===== config.mk =====
export PLATFORM = sky130hd
export DESIGN_NAME = i2c_target_flat
export DESIGN_NICKNAME = d
export VERILOG_FILES = /design/src/rtl/i2c_target_if.sv /design/src/rtl/i2c_target.sv /design/src/flat_wrapper.sv
export SDC_FILE = /design/constraint.sdc
export NUM_CORES = 1
export LEC_CHECK = 0
export BUFFER_PORTS_ARGS = -buffer_cell sky130_fd_sc_hd__buf_2
export CORE_ASPECT_RATIO = 1.4
export CORE_MARGIN = 2
export CORE_UTILIZATION = 60
export CTS_BUF_LIST = sky130_fd_sc_hd__clkbuf_16
export DETAILED_ROUTE_END_ITERATION = 12
export PLACE_DENSITY = 0.91
export SYNTH_ARGS = -nofsm -noshare
export SYNTH_HDL_FRONTEND = slang
export SYNTH_SLANG_ARGS = --single-unit

===== constraint.sdc =====
create_clock -name i_clk -period 5 [get_ports i_clk]
set_input_delay 0.75 -clock i_clk [delete_from_list [all_inputs] [get_ports i_clk]]
set_output_delay 0.75 -clock i_clk [all_outputs]
set_load 0.01 [all_outputs]

===== src/rtl/i2c_target_if.sv =====
// Bus-side and register-port signals of the I2C target.
// The master modport is the view from the pads/register file.
interface i2c_target_if;
    logic       scl;
    logic       sda;
    logic       sda_oe;
    logic [7:0] reg_addr;
    logic [7:0] wr_data;
    logic       wr_en;
    logic       rd_req;
    logic [7:0] rd_data;
    logic       busy;

    modport slave (
        input  scl, sda, rd_data,
        output sda_oe, reg_addr, wr_data, wr_en, rd_req, busy
    );

    modport master (
        output scl, sda, rd_data,
        input  sda_oe, reg_addr, wr_data, wr_en, rd_req, busy
    );
endinterface


===== src/rtl/i2c_target.sv =====
// 7-bit-address I2C target with auto-incrementing register pointer.
// SCL/SDA are synchronised and stability-filtered before edge detection.
module i2c_target #(
    parameter int unsigned FILT_LEN = 3,
    parameter int unsigned RD_LAT   = 1
) (
    input  logic         i_clk,
    input  logic         i_rst,
    input  logic [6:0]   i_dev_addr,
    i2c_target_if.slave  bus
);
    localparam int unsigned CNT_W = (FILT_LEN > 1) ? $clog2(FILT_LEN) : 1;

    typedef enum logic [3:0] {
        IDLE, ADDR, ADDR_ACK, PTR, PTR_ACK, WDATA, WDATA_ACK, RDATA, MACK, WAIT_STOP
    } state_t;

    // index 0 = SCL, index 1 = SDA
    logic [1:0]       sync1, sync2, filt, filt_d;
    logic [CNT_W-1:0] flt_cnt [2];

    always_ff @(posedge i_clk) begin
        if (i_rst) begin
            sync1  <= '1;
            sync2  <= '1;
            filt   <= '1;
            filt_d <= '1;
            for (int unsigned i = 0; i < 2; i++) flt_cnt[i] <= '0;
        end else begin
            sync1  <= {bus.sda, bus.scl};
            sync2  <= sync1;
            filt_d <= filt;
            for (int unsigned i = 0; i < 2; i++) begin
                if (sync2[i] == filt[i]) begin
                    flt_cnt[i] <= '0;
                end else if (flt_cnt[i] == CNT_W'(FILT_LEN - 1)) begin
                    filt[i]    <= sync2[i];
                    flt_cnt[i] <= '0;
                end else begin
                    flt_cnt[i] <= flt_cnt[i] + 1'b1;
                end
            end
        end
    end

    logic scl_f, sda_f, scl_rise, scl_fall, start_det, stop_det;
    assign scl_f     = filt[0];
    assign sda_f     = filt[1];
    assign scl_rise  =  scl_f & ~filt_d[0];
    assign scl_fall  = ~scl_f &  filt_d[0];
    assign start_det =  scl_f &  filt_d[0] &  filt_d[1] & ~sda_f;
    assign stop_det  =  scl_f &  filt_d[0] & ~filt_d[1] &  sda_f;

    state_t     state;
    logic [2:0] bit_cnt;
    logic [7:0] shreg;
    logic [7:0] rx_byte;
    logic       rw, ack_on, rd_pend, rd_load;
    logic [1:0] rd_pipe;

    assign rx_byte = {shreg[6:0], sda_f};
    assign rd_load = (RD_LAT == 2) ? rd_pipe[1] : rd_pipe[0];

    always_ff @(posedge i_clk) begin
        if (i_rst) begin
            state        <= IDLE;
            bit_cnt      <= 3'd7;
            shreg        <= '0;
            rw           <= 1'b0;
            ack_on       <= 1'b0;
            rd_pend      <= 1'b0;
            rd_pipe      <= '0;
            bus.sda_oe   <= 1'b0;
            bus.reg_addr <= '0;
            bus.wr_data  <= '0;
            bus.wr_en    <= 1'b0;
            bus.rd_req   <= 1'b0;
            bus.busy     <= 1'b0;
        end else begin
            bus.wr_en  <= 1'b0;
            bus.rd_req <= rd_pend;
            rd_pend    <= 1'b0;
            rd_pipe    <= {rd_pipe[0], bus.rd_req};
            if (bus.wr_en) bus.reg_addr <= bus.reg_addr + 8'd1;
            if (rd_load)   shreg        <= bus.rd_data;

            if (start_det) begin
                state      <= ADDR;
                bit_cnt    <= 3'd7;
                bus.sda_oe <= 1'b0;
                ack_on     <= 1'b0;
                rd_pend    <= 1'b0;
                rd_pipe    <= '0;
            end else if (stop_det) begin
                state      <= IDLE;
                bus.sda_oe <= 1'b0;
                bus.busy   <= 1'b0;
                ack_on     <= 1'b0;
                rd_pend    <= 1'b0;
                rd_pipe    <= '0;
            end else begin
                case (state)
                    IDLE: bus.busy <= 1'b0;
                    ADDR, PTR, WDATA: if (scl_rise) begin
                        shreg <= rx_byte;
                        if (bit_cnt != 3'd0) begin
                            bit_cnt <= bit_cnt - 3'd1;
                        end else if (state == PTR) begin
                            bus.reg_addr <= rx_byte;
                            state        <= PTR_ACK;
                        end else if (state == WDATA) begin
                            bus.wr_data <= rx_byte;
                            bus.wr_en   <= 1'b1;
                            state       <= WDATA_ACK;
                        end else if (shreg[6:0] == i_dev_addr) begin
                            rw      <= sda_f;
                            rd_pend <= sda_f;
                            state   <= ADDR_ACK;
                        end else begin
                            state <= WAIT_STOP;
                        end
                    end
                    // First fall drives the ACK, second fall ends the ACK clock.
                    ADDR_ACK, PTR_ACK, WDATA_ACK: if (scl_fall) begin
                        if (!ack_on) begin
                            ack_on     <= 1'b1;
                            bus.sda_oe <= 1'b1;
                            bus.busy   <= 1'b1;
                        end else begin
                            ack_on  <= 1'b0;
                            bit_cnt <= 3'd7;
                            if (state == ADDR_ACK && rw) begin
                                bus.sda_oe <= ~shreg[7];
                                state      <= RDATA;
                            end else begin
                                bus.sda_oe <= 1'b0;
                                state      <= (state == ADDR_ACK) ? PTR : WDATA;
                            end
                        end
                    end
                    RDATA: if (scl_fall) begin
                        if (bit_cnt == 3'd0) begin
                            bus.sda_oe <= 1'b0;
                            ack_on     <= 1'b0;
                            state      <= MACK;
                        end else begin
                            shreg      <= {shreg[6:0], 1'b0};
                            bus.sda_oe <= ~shreg[6];
                            bit_cnt    <= bit_cnt - 3'd1;
                        end
                    end
                    // ack_on here marks a master ACK already seen, awaiting the fall.
                    MACK: begin
                        if (scl_rise && !ack_on) begin
                            if (!sda_f) begin
                                ack_on       <= 1'b1;
                                bus.reg_addr <= bus.reg_addr + 8'd1;
                                rd_pend      <= 1'b1;
                            end else begin
                                state <= WAIT_STOP;
                            end
                        end else if (scl_fall && ack_on) begin
                            ack_on     <= 1'b0;
                            bit_cnt    <= 3'd7;
                            bus.sda_oe <= ~shreg[7];
                            state      <= RDATA;
                        end
                    end
                    WAIT_STOP: bus.sda_oe <= 1'b0;
                    default:   state <= IDLE;
                endcase
            end
        end
    end
endmodule


===== src/flat_wrapper.sv =====
// flat-port wrapper written by rule: the top's interface ports become plain ports
module i2c_target_flat 
#(
    parameter int unsigned FILT_LEN = 3,
    parameter int unsigned RD_LAT   = 1
)
  (i_clk, i_rst, i_dev_addr, bus_scl, bus_sda, bus_rd_data, bus_sda_oe, bus_reg_addr, bus_wr_data, bus_wr_en, bus_rd_req, bus_busy);
  i2c_target_if bus_i ();
  input  logic i_clk;
  input  logic i_rst;
  input  logic [6:0] i_dev_addr;
  input wire logic [$bits(bus_i.scl)-1:0] bus_scl;
  input wire logic [$bits(bus_i.sda)-1:0] bus_sda;
  input wire logic [$bits(bus_i.rd_data)-1:0] bus_rd_data;
  output wire logic [$bits(bus_i.sda_oe)-1:0] bus_sda_oe;
  output wire logic [$bits(bus_i.reg_addr)-1:0] bus_reg_addr;
  output wire logic [$bits(bus_i.wr_data)-1:0] bus_wr_data;
  output wire logic [$bits(bus_i.wr_en)-1:0] bus_wr_en;
  output wire logic [$bits(bus_i.rd_req)-1:0] bus_rd_req;
  output wire logic [$bits(bus_i.busy)-1:0] bus_busy;
  assign bus_i.scl = bus_scl;
  assign bus_i.sda = bus_sda;
  assign bus_i.rd_data = bus_rd_data;
  assign bus_sda_oe = bus_i.sda_oe;
  assign bus_reg_addr = bus_i.reg_addr;
  assign bus_wr_data = bus_i.wr_data;
  assign bus_wr_en = bus_i.wr_en;
  assign bus_rd_req = bus_i.rd_req;
  assign bus_busy = bus_i.busy;
  i2c_target #(.FILT_LEN(FILT_LEN), .RD_LAT(RD_LAT)) u_core (.i_clk(i_clk), .i_rst(i_rst), .i_dev_addr(i_dev_addr), .bus(bus_i));
endmodule

==> impl_results.md <==
- Vias in the first global route: 2596
- Row cnt: 30
- Tcrit/Tclk final: 52.0%
- Min-delay src: u_core.sync1[0]
- GRT overflow: 0
- Drt total wl: 7.20 mm
- EDFF count, synth: 4
- DRC: 0
- WL met1: 2.80 mm
- P&R area growth vs syn: 10.3%
- Measured slew at the worst slew-check pin: 1100 ps
- Pwr Density: 241 mW/mm^2
- Synthesized cell area: 0.00299 sq mm
- Setup TNS Final: 0 ps
- Most frequent cells in the layout: dfxtp_1 (47), nor2_1 (40), buf_2 (38)
- Post-CTS setup buffer count: 0
- CTS Hold Bufs: 0
- Final number of max-transition violations: 0
- Post_cts resized: 0
- Critical path type: reg -> reg
- Root Buffer: clkbuf_16
- Highest Signal Layer: met4
- Leakage: 1.38 nW
- Final setup vio count: 0
- N_diodes: 0
- Clock tree buffer depth: 2
- H-tree Lvls: 2
- HPWL Detailed: 5.17 mm
- Clk Latency, worst-skew pair: 290 ps
- Largest net degree at the start of global routing: 34
- F_max: 384 MHz
- Worst setup startpoint: u_core.state[3]
- Commonest non-fill, non-tap cell in the layout: dfxtp_1
- Filler Cell Count: 373
- Critical path peak fanout: 20
- CTS tree: yes
- Synthesized area per cell: 8.87 sq um
- Crit end category: flip-flop
- Critical R2R Launch: u_core.state[3]
- Clock period minus final worst setup slack: 2600 ps
- Port bufs: 38
- Met3 wire length: 391 um
- Register bit total from synthesis: 51
- Tot Pwr: 0.794 mW
- Top_reg_cell synth: dfxtp_1
- Clock Skews: 5.08 ps
- Worst slew margin: 26.9%
- RSZ-0062 raised after global routing: no
- Die area: 0.00557 sq mm
- 1st-pass router iterations: 5
- Final hold vios: 0
- Iteration-0 DRC Markers: 180
- Distinct cells, synth: 65
- Post-Synthesis Cells: 337
- Outcome: finished clean
- Post-synth ARST share: 0%
- IO Pins: 39
- Synth top area cells: dfxtp_1 (31%), mux2i_1 (6.7%), nor2_1 (5.0%)
- First-pass GRT wire length: 11.9 mm
- Startpoint types: flip-flop
- Post-synth top area share: 31.5%
- Max VDD drop: 222 uV
- Layout cells sized above 1: 18.3%
- Final Net Count: 384
- Post-synth top area cell: dfxtp_1
- Starting Density: 61.7%
- Post-route ant nets: 0
- Chip Height: 87.5 um
- GRT Util Overall: 27.0%
- Vias: 2652
- Clock Sinks: 51
- Wire length per cell: 16.9 um
- Die W: 63.7 um
- Seq/Total Area, Yosys: 35.5%
- Synth Warn #: 0
- Initial antenna violation count: 0
- Max-cap violations: 0
- Worst path arrival time: 2800 ps
- WL met2: 3.81 mm
- Clock transition at path regs: 70 ps
- CTS buffer count: 5
- Worst path required time: 5200 ps
- Vias per cell: 6.24
- GP Congestion: 0.869
- Worst Hold Class: reg -> reg
- Core ar.: 0.00484 sq mm
[power by group]
group | internal, mW | switching (mW) | total (mW)
clock network | 0.186 | 0.151 | 0.337
logic | 0.0148 | 0.0231 | 0.0379
registers | 0.415 | 0.00416 | 0.419
total | 0.615 | 0.178 | 0.794
[metal layers]
| metal | up-vias | global-route usage, % |
|---|---|---|
| li1 | 1265 | - |
| met1 | 1262 | 30.6 |
| met2 | 100 | 49.1 |
| met3 | 25 | 3.75 |
| met4 | 0 | 14.0 |
| met5 | - | 0 |
[worst max-delay path, cell delays in order (launching register included)]
cell	delay [ps]
dfxtp_1	710
nand2b_1	380
nor2_1	150
a22oi_1	880
nor2_1	110
a211oi_1	270
[final timing paths]
path,slack (ps),endpoint,cells after the start
hold reg to reg,410,u_core.sync2[0],1
hold / removal,410,u_core.sync2[0],1
setup / recovery,2400,u_core.shreg[4],5
setup reg to reg,2400,u_core.shreg[4],5
[flip-flops by register name (all words and copies together), names as in the netlist]
signal	count
u_core.filt_d	2
u_core.sync1	2
u_core.bit_cnt	3
u_core.bus.wr_en	1
u_core.sync2	2
u_core.filt	2
u_core.rd_pend	1
u_core.flt_cnt	4
u_core.state	4
u_core.bus.sda_oe	1
u_core.bus.rd_req	1
u_core.shreg	8
u_core.ack_on	1
u_core.bus.wr_data	8
u_core.bus.busy	1
u_core.rw	1
u_core.bus.reg_addr	8
u_core.rd_pipe	1
[per-stage QoR]
stage          utilization [%]  setup WS (ps)  area [sq um]  hold slack (ps)  std cells
2_1_floorplan                -           3130          3000              389        340
3_3_place_gp              65.1           2580          3150              392        417
3_5_place_dp              65.1           2480          3150              394        417
4_1_cts                   68.1           2430          3300              410        425
5_1_grt                   68.1           2230          3300              417        425
6_report                  68.1           2400          3300              410        425
[cell type report]
class / instances / area [sq um] / share of cell area, %
clock buffer: 5 / 125 / 3.80
clock inverter: 3 / 20.0 / 0.607
inverter: 7 / 26.3 / 0.797
multi-input combinational: 257 / 1790 / 54.4
sequential: 51 / 1060 / 32.2
tap: 64 / 80.1 / 2.43
timing repair buffer: 38 / 190 / 5.77
[Yosys cell counts (4+ instances only)]
| cell | number |
|---|---|
| nor3_1 | 10 |
| nand3_1 | 9 |
| o21ai_0 | 8 |
| inv_1 | 7 |
| a211oi_1 | 10 |
| nor2b_1 | 7 |
| ha_1 | 5 |
| a22oi_1 | 5 |
| buf_2 | 8 |
| clkbuf_1 | 11 |
| nor4_1 | 4 |
| edfxtp_1 | 4 |
| nor2_1 | 40 |
| xnor2_1 | 9 |
| a21oi_1 | 12 |
| xor2_1 | 13 |
| dfxtp_1 | 47 |
| or2_2 | 8 |
| o22ai_1 | 4 |
| mux2i_1 | 20 |
| o21ai_1 | 4 |
| nand2_1 | 12 |
| nand2b_1 | 8 |
| nand4_1 | 5 |
| buf_1 | 4 |
[cells by family after synthesis]
logic type	count (synthesis)	synth area share [%]
AOI/OAI and AO/OA	77	19.5
xor gates and xnor gates	22	6.45
adders and majority gates	5	2.09
buffers and inverters	32	4.86
DFF	51	35.5
muxes	21	7.07
other	1	0.125
and+or+nand+nor	128	24.4
No activity file was read; power rests on OpenSTA's default activity.
